## src/rtl/gpio_wb_responder.sv

```systemverilog
// GPIO register block behind a Wishbone slave: two-flop pad sync, byte-lane writes, single-cycle ack.
// Define GPIO_IRQ_EN to build IRQ_EN / IRQ_STAT / IRQ_POL, edge detection and irq_o; otherwise irq_o is 0.
module gpio_wb_responder #(
  parameter int GPIO_W = 32
) (
  input  logic              clk,
  input  logic              reset_n,
  input  logic              wb_cyc_i,
  input  logic              wb_stb_i,
  input  logic              wb_we_i,
  input  logic [4:0]        wb_adr_i,
  input  logic [3:0]        wb_sel_i,
  input  logic [31:0]       wb_dat_i,
  output logic [31:0]       wb_dat_o,
  output logic              wb_ack_o,
  input  logic [GPIO_W-1:0] i_gpio,
  output logic [GPIO_W-1:0] o_gpio,
  output logic [GPIO_W-1:0] en_gpio,
  output logic              irq_o
);

  typedef enum logic {IDLE = 1'b0, ACK = 1'b1} state_t;

  localparam logic [2:0] A_DIN  = 3'd0;
  localparam logic [2:0] A_DOUT = 3'd1;
  localparam logic [2:0] A_DIR  = 3'd2;
  localparam logic [2:0] A_IEN  = 3'd3;
  localparam logic [2:0] A_STAT = 3'd4;
  localparam logic [2:0] A_POL  = 3'd5;

  state_t            state_q, state_d;
  logic [31:0]       dat_q, dat_d;
  logic [GPIO_W-1:0] dout_q, dout_d;
  logic [GPIO_W-1:0] dir_q, dir_d;
  logic [GPIO_W-1:0] sync1_q, sync1_d;
  logic [GPIO_W-1:0] sync2_q, sync2_d;
  logic              req;
  logic              wr;
  logic [2:0]        rsel;
  logic [31:0]       bmask;
  logic              unused_adr;

  function automatic logic [31:0] ext(input logic [GPIO_W-1:0] v);
    logic [31:0] r;
    r = '0;
    r[GPIO_W-1:0] = v;
    return r;
  endfunction

  // Byte-lane merge; anything above GPIO_W is dropped by the truncating return.
  function automatic logic [GPIO_W-1:0] merge(input logic [GPIO_W-1:0] old,
                                              input logic [31:0] din,
                                              input logic [31:0] m);
    logic [31:0] r;
    r = (ext(old) & ~m) | (din & m);
    return r[GPIO_W-1:0];
  endfunction

  assign req        = (state_q == IDLE) && wb_cyc_i && wb_stb_i;
  assign wr         = req && wb_we_i;
  assign rsel       = wb_adr_i[4:2];
  assign bmask      = {{8{wb_sel_i[3]}}, {8{wb_sel_i[2]}}, {8{wb_sel_i[1]}}, {8{wb_sel_i[0]}}};
  assign unused_adr = ^wb_adr_i[1:0];

`ifdef GPIO_IRQ_EN
  logic [GPIO_W-1:0] ien_q, ien_d;
  logic [GPIO_W-1:0] stat_q, stat_d;
  logic [GPIO_W-1:0] pol_q, pol_d;
  logic [GPIO_W-1:0] prev_q, prev_d;
  logic [GPIO_W-1:0] edge_det;
  logic [GPIO_W-1:0] w1c;
  logic              irq_q, irq_d;

  always_comb begin
    prev_d   = sync2_q;
    ien_d    = ien_q;
    pol_d    = pol_q;
    w1c      = '0;
    edge_det = (pol_q & sync2_q & ~prev_q) | (~pol_q & ~sync2_q & prev_q);
    if (wr) begin
      case (rsel)
        A_IEN:   ien_d = merge(ien_q, wb_dat_i, bmask);
        A_STAT:  w1c   = merge('0, wb_dat_i, bmask);
        A_POL:   pol_d = merge(pol_q, wb_dat_i, bmask);
        default: ;
      endcase
    end
    // Set is ORed in after the clear so a coincident edge survives the W1C.
    stat_d = (stat_q & ~w1c) | (edge_det & ien_q);
    irq_d  = |(stat_q & ien_q);
  end

  always_ff @(posedge clk or negedge reset_n) begin
    if (!reset_n) begin
      ien_q  <= '0;
      stat_q <= '0;
      pol_q  <= '0;
      prev_q <= '0;
      irq_q  <= 1'b0;
    end else begin
      ien_q  <= ien_d;
      stat_q <= stat_d;
      pol_q  <= pol_d;
      prev_q <= prev_d;
      irq_q  <= irq_d;
    end
  end

  assign irq_o = irq_q;
`else
  assign irq_o = 1'b0;
`endif

  always_comb begin
    state_d = state_q;
    dat_d   = dat_q;
    dout_d  = dout_q;
    dir_d   = dir_q;
    sync1_d = i_gpio;
    sync2_d = sync1_q;
    case (state_q)
      IDLE:    if (wb_cyc_i && wb_stb_i) state_d = ACK;
      ACK:     state_d = IDLE;
      default: state_d = IDLE;
    endcase
    if (req) begin
      // Read data reflects register contents before this cycle's write commits.
      case (rsel)
        A_DIN:   dat_d = ext(sync2_q);
        A_DOUT:  dat_d = ext(dout_q);
        A_DIR:   dat_d = ext(dir_q);
`ifdef GPIO_IRQ_EN
        A_IEN:   dat_d = ext(ien_q);
        A_STAT:  dat_d = ext(stat_q);
        A_POL:   dat_d = ext(pol_q);
`endif
        default: dat_d = '0;
      endcase
    end
    if (wr) begin
      case (rsel)
        A_DOUT:  dout_d = merge(dout_q, wb_dat_i, bmask);
        A_DIR:   dir_d  = merge(dir_q, wb_dat_i, bmask);
        default: ;
      endcase
    end
  end

  always_ff @(posedge clk or negedge reset_n) begin
    if (!reset_n) begin
      state_q <= IDLE;
      dat_q   <= '0;
      dout_q  <= '0;
      dir_q   <= '0;
      sync1_q <= '0;
      sync2_q <= '0;
    end else begin
      state_q <= state_d;
      dat_q   <= dat_d;
      dout_q  <= dout_d;
      dir_q   <= dir_d;
      sync1_q <= sync1_d;
      sync2_q <= sync2_d;
    end
  end

  assign wb_ack_o = (state_q == ACK);
  assign wb_dat_o = dat_q;
  assign o_gpio   = dout_q;
  assign en_gpio  = dir_q;

endmodule

```

## config.mk

```make
export PLATFORM = sky130hd
export DESIGN_NAME = gpio_wb_responder
export DESIGN_NICKNAME = d
export VERILOG_FILES = /design/src/rtl/gpio_wb_responder.sv
export SDC_FILE = /design/constraint.sdc
export NUM_CORES = 1
export LEC_CHECK = 0
export BUFFER_PORTS_ARGS = -buffer_cell sky130_fd_sc_hd__clkbuf_2
export CAP_MARGIN = 5
export CORE_AREA = 2 2 117 119
export DETAILED_ROUTE_END_ITERATION = 6
export DIE_AREA = 0 0 119 121
export PLACE_DENSITY = 0.74
export SYNTH_ARGS = -nofsm -noshare
export SYNTH_HDL_FRONTEND = slang
export SYNTH_SLANG_ARGS = --single-unit
export TNS_END_PERCENT = 50
```

## constraint.sdc

```tcl
create_clock -name clk -period 1.68 [get_ports clk]
set_input_delay 0.084 -clock clk [delete_from_list [all_inputs] [get_ports clk]]
set_output_delay 0.084 -clock clk [all_outputs]
set_load 0.1 [all_outputs]
```

==> results.json, run 1 <==
{
  "dieArea_sq_um": 14400,
  "ys_types": 21,
  "grt_start_max_net_pins": 47,
  "post_cts_buffers": 0,
  "yosysWarningCount": 0,
  "layout.nets": 699,
  "r2r_start": "wb_ack_o$_DFF_PN0_",
  "die_h_um": 121,
  "crit_family": "flip-flops",
  "avgSynthCellArea_sq_um": 16.4,
  "yosys_register_bits": 161,
  "totalPowerFinal_mw": 11.4,
  "num-fill-cells": 939,
  "via_per_inst": 5.18,
  "r2r_slack_ns": 0.03,
  "place_inst": 712,
  "numPortBuffers": 172,
  "antennaDiodeCount": 0,
  "syn-cell-area_sq_um": 5960,
  "rsz0062_at_grt": "yes",
  "cts_tree": "yes",
  "netlist_instances": 364,
  "hold_end": "wb_ack_o$_DFF_PN0_",
  "drive_above_1_share": 0.465,
  "syn2layout_area_growth_pct": 42.8,
  "core_area_sq_um": 13100,
  "syn_nets": 442,
  "cp.arrival_ns": 1.95,
  "min_period_ns": 1.65,
  "rr_worst_depth": 5,
  "ctsHtreeMaxLevel": 4,
  "required_ns": 1.98,
  "maxSlewHeadroom": 0.620,
  "start_util": 0.455,
  "worst_path_largest_cell_delay_ns": 0.47,
  "hp-class": "in -> reg",
  "max_freq_mhz": 606,
  "drv_cap": 0,
  "clock_skew_ns": 0.00546,
  "grt_pass1_vias": 4662,
  "drt_iter0_drc": 201,
  "worstMarginPinSlew_ns": 0.573,
  "cts.sinks": 161,
  "ant_nets": 0,
  "dp_slack_ns": 0.0158,
  "grt_antenna_before_repair": 0,
  "first_pass_iters": 4,
  "drc": 0,
  "wl_per_cell_um": 18.7,
  "fin_ws_ns": 0.0293,
  "endpoint_kind": "register",
  "ir_drop_mv": 0.713,
  "numCtsBuffers": 17,
  "worstHoldPathCells": 3,
  "status": "completed",
  "vias": 4193,
  "min-delay-start": "wb_stb_i",
  "finalSetupViolCount": 0,
  "start_kind": "register",
  "fin_crit_sh": 0.983,
  "wl_um": 15200,
  "worstPathCellList": "nand3b_4 -> clkinvlp_4 -> and4_1 -> buf_12 -> mux2_2",
  "yosysSeqAreaShare": 0.676,
  "clk_pin_slew_ns": 0.06,
  "maxSlewViolCount": 0,
  "clk_path_buf_depth": 2,
  "rows": 42,
  "layout_common_cells": "clkbuf_2 (171), dfrtp_1 (160), dlygate4sd3_1 (66), mux2_2 (61)",
  "gr-total-overflow": 0,
  "clock_latency_ns": 0.42,
  "critPathSlowestCell": "dfrtp_4",
  "hold_viol_final": 0,
  "boundaryPins": 176,
  "cts-root-buf": "clkbuf_16",
  "p_per_area_nw_per_um2": 1340,
  "leakage_nw": 4.27,
  "critPathBufInv": 2,
  "dieWidth_um": 119,
  "critPathMaxFanout": 8,
  "multi_input_area_sq_um": 1840,
  "grt_pass1_wl_um": 24200,
  "fin_util": 0.650,
  "finalNonFillerCells": 810,
  "final_common_cell": "clkbuf_2",
  "place_congestion": 0.782,
  "grt_use_total": 0.223,
  "regArea_sq_um": 4030,
  "crit_type": "reg -> reg",
  "dp_hpwl_um": 10000
}
[synth_stat cells]
cell type  number  area [sq um]
dfrtp_1       161          4030
mux2_2         61           687
a22o_1         32           280
mux2i_1        32           320
o2bb2ai_1      32           280
clkbuf_1       12          45.0
buf_2           8          40.0
nor2b_1         4          25.0
nor4_4          4          85.1
mux2_1          3          33.8
buf_6           2          22.5
nand2_1         2          7.51
nand2b_1        2          12.5
nand4_2         2          25.0
a211oi_2        1          12.5
and4_1          1          8.76
buf_4           1          7.51
conb_1          1          3.75
inv_1           1          3.75
nand3b_4        1          20.0
nand4_1         1          6.26
[per-layer routing]
layer / wire (um) / GRT usage / up-vias
met1: 5980 / 0.260 / 2152
met3: 777 / 0.0592 / 33
li1: - / - / 1856
met4: 476 / 0.0952 / 0
met5: 0 / 0 / -
met2: 7920 / 0.389 / 152
[cell families (layout without fill, tap and decap cells)]
kind of cell    count (synthesis)  count (layout)  share of synthesized area
mux                            96              96                      0.175
simple gates                   17              17                     0.0319
flops                         161             161                      0.676
other cells                     1               1                   0.000630
buf+inv                        24             294                     0.0200
compound gates                 65              65                     0.0962
[timing repair]
item,4_1_cts,5_1_grt
hold buffers,66,0
endpoints found under the hold margin,240,0
resized for setup,1,8
endpoints found under the setup margin,2,50
[tightest hold or removal path, delay by kind of cell]
| family | cells | cell delay (ns) |
|---|---|---|
| buf+inv | 2 | 0.26 |
| simple gates | 1 | 0.12 |
[metrics by stage]
step | cell area, sq um | hold slack [ns] | TNS [ns]
finish | 8510 | 0.0947 | 0
global route | 8510 | 0.0934 | -0.140
CTS | 8470 | 0.00323 | 0
detailed placement | 7170 | 0.0430 | 0
global placement | 7170 | 0.0407 | 0
floorplan | 5960 | -0.212 | -5.35
[area by class of cell]
| class | instances | share of cell area |
|---|---|---|
| Multi-Input combinational cell | 179 | 0.216 |
| Sequential cell | 161 | 0.474 |
| Tap cell | 176 | 0.0259 |
| Clock inverter | 9 | 0.0212 |
| Inverter | 1 | 0.000882 |
| Timing Repair Buffer | 261 | 0.208 |
| Clock buffer | 23 | 0.0538 |
[report_power, final]
group	internal (mW)	switching, mW	total (mW)
clock network	2.68	1.44	4.12
registers	4.20	0.209	4.41
logic	0.611	2.28	2.89
total	7.49	3.93	11.4
[worst max-delay path by stage]
stage	from	cells after the start	to	slack, ns
6_report	wb_ack_o$_DFF_PN0_	5	register	0.03
2_1_floorplan	wb_ack_o$_DFF_PN0_	4	register	-0.11
5_1_grt	wb_ack_o$_DFF_PN0_	5	register	-0.02
3_5_place_dp	wb_ack_o$_DFF_PN0_	5	register	0.02
4_1_cts	wb_ack_o$_DFF_PN0_	5	register	0.01
3_3_place_gp	wb_ack_o$_DFF_PN0_	5	register	0.05
Note: power is estimated with default switching activity, not from simulation.
==> run 2: changes to the inputs <==
RECOVER_POWER = 25   (was not set)
==> results.json, run 2 (synthesized netlist as in run 1, its figures left out) <==
{
  "drv_cap": 0,
  "worst_path_largest_cell_delay_ns": 0.47,
  "drc": 0,
  "hold_viol_final": 0,
  "first_pass_iters": 4,
  "dp_hpwl_um": 10000,
  "grt_use_total": 0.223,
  "layout_common_cells": "clkbuf_2 (168), dfrtp_1 (160), dlygate4sd3_1 (66), mux2_2 (61)",
  "clk_path_buf_depth": 2,
  "grt_start_max_net_pins": 47,
  "wl_um": 15200,
  "grt_antenna_before_repair": 0,
  "critPathSlowestCell": "dfrtp_4",
  "ant_nets": 0,
  "core_area_sq_um": 13100,
  "dieArea_sq_um": 14400,
  "start_util": 0.455,
  "dieWidth_um": 119,
  "syn2layout_area_growth_pct": 42.6,
  "start_kind": "register",
  "p_per_area_nw_per_um2": 1340,
  "grt_pass1_wl_um": 24200,
  "grt_pass1_vias": 4662,
  "num-fill-cells": 942,
  "ir_drop_mv": 0.713,
  "clk_pin_slew_ns": 0.06,
  "rsz0062_at_grt": "yes",
  "wl_per_cell_um": 18.7,
  "critPathMaxFanout": 8,
  "antennaDiodeCount": 0,
  "via_per_inst": 5.17,
  "maxSlewHeadroom": 0.229,
  "finalSetupViolCount": 0,
  "clock_skew_ns": 0.00532,
  "max_freq_mhz": 606,
  "cts-root-buf": "clkbuf_16",
  "post_cts_buffers": 0,
  "cts_tree": "yes",
  "rows": 42,
  "final_common_cell": "clkbuf_2",
  "drive_above_1_share": 0.459,
  "numCtsBuffers": 17,
  "maxSlewViolCount": 0,
  "leakage_nw": 4.25,
  "crit_type": "reg -> reg",
  "required_ns": 1.98,
  "ctsHtreeMaxLevel": 4,
  "fin_ws_ns": 0.0296,
  "status": "completed",
  "min_period_ns": 1.65,
  "clock_latency_ns": 0.42,
  "endpoint_kind": "register",
  "die_h_um": 121,
  "regArea_sq_um": 4030,
  "worstPathCellList": "nand3b_4 -> clkinvlp_4 -> and4_1 -> buf_12 -> mux2_2",
  "vias": 4185,
  "drt_iter0_drc": 221,
  "totalPowerFinal_mw": 11.4,
  "hold_ws_ns": 0.0943,
  "layout.nets": 699,
  "gr-total-overflow": 0,
  "boundaryPins": 176,
  "cts.sinks": 161,
  "critPathBufInv": 2,
  "cp.arrival_ns": 1.95,
  "hp-class": "in -> reg",
  "multi_input_area_sq_um": 1840,
  "crit_family": "flip-flops",
  "worstMarginPinSlew_ns": 1.16,
  "tns_ns": 0,
  "place_congestion": 0.782,
  "dp_slack_ns": 0.0158,
  "numPortBuffers": 172,
  "fin_crit_sh": 0.982
}
run 2: cell count changes in the layout (fill, tap and decap cells not counted):
cell | before | now
buf_6 | 7 | 6
clkbuf_2 | 171 | 168
clkbuf_1 | 5 | 9
run 2: tightest hold or removal path, cell delays in order:
cell and delay, ns:
clkbuf_2 0.12, nand3b_4 0.12, clkinvlp_4 0.14
run 2: report_power, final:
group / internal, mW / leakage (nW) / switching [mW]
Sequential: 4.20 / 2.05 / 0.209
Combinational: 0.609 / 1.89 / 2.28
Clock: 2.68 / 0.306 / 1.44
run 2: per-stage QoR:
stage	cell area, sq um	util	instances
final	8500	0.649	810
after detailed placement	7170	0.548	712
after global placement	7170	0.548	712
after global routing	8500	0.649	810
after CTS	8470	0.647	810
after floorplan	5960	-	364
run 2: cell type report:
| cell class | count | area share |
|---|---|---|
| repair buffers | 261 | 0.207 |
| inverters | 1 | 0.000884 |
| multi-input cells | 179 | 0.216 |
| clock inverters | 9 | 0.0212 |
| flip-flops and latches | 161 | 0.475 |
| clock buffers | 23 | 0.0539 |
| well taps | 176 | 0.0259 |
run 2: worst paths after layout:
check | startpoint | to | slack (ns) | cells after the start
min in group asynchronous | reset_n | wb_dat_o[27]$_DFFE_PN0P_ | 0.44 | 2
max reg2reg | wb_ack_o$_DFF_PN0_ | register | 0.03 | 5
min reg2reg | sync1_q[31]$_DFF_PN0_ | sync2_q[31]$_DFF_PN0_ | 0.35 | 0
max in group asynchronous | reset_n | asynchronous set/reset pin | 0.37 | 3
max | wb_ack_o$_DFF_PN0_ | register | 0.03 | 5
min | wb_stb_i | wb_ack_o$_DFF_PN0_ | 0.09 | 3
run 2: routing by layer:
metal | GRT usage | vias to the layer above | wire, um
met3 | 0.0592 | 33 | 805
met1 | 0.260 | 2139 | 5950
met4 | 0.0952 | 0 | 476
met5 | 0 | - | 0
li1 | - | 1856 | -
met2 | 0.389 | 157 | 7920
run 2: what timing repair did:
item,CTS,global route
hold buffers,66,0
resized for setup,1,8
endpoints found under the setup margin,2,50
endpoints found under the hold margin,240,0
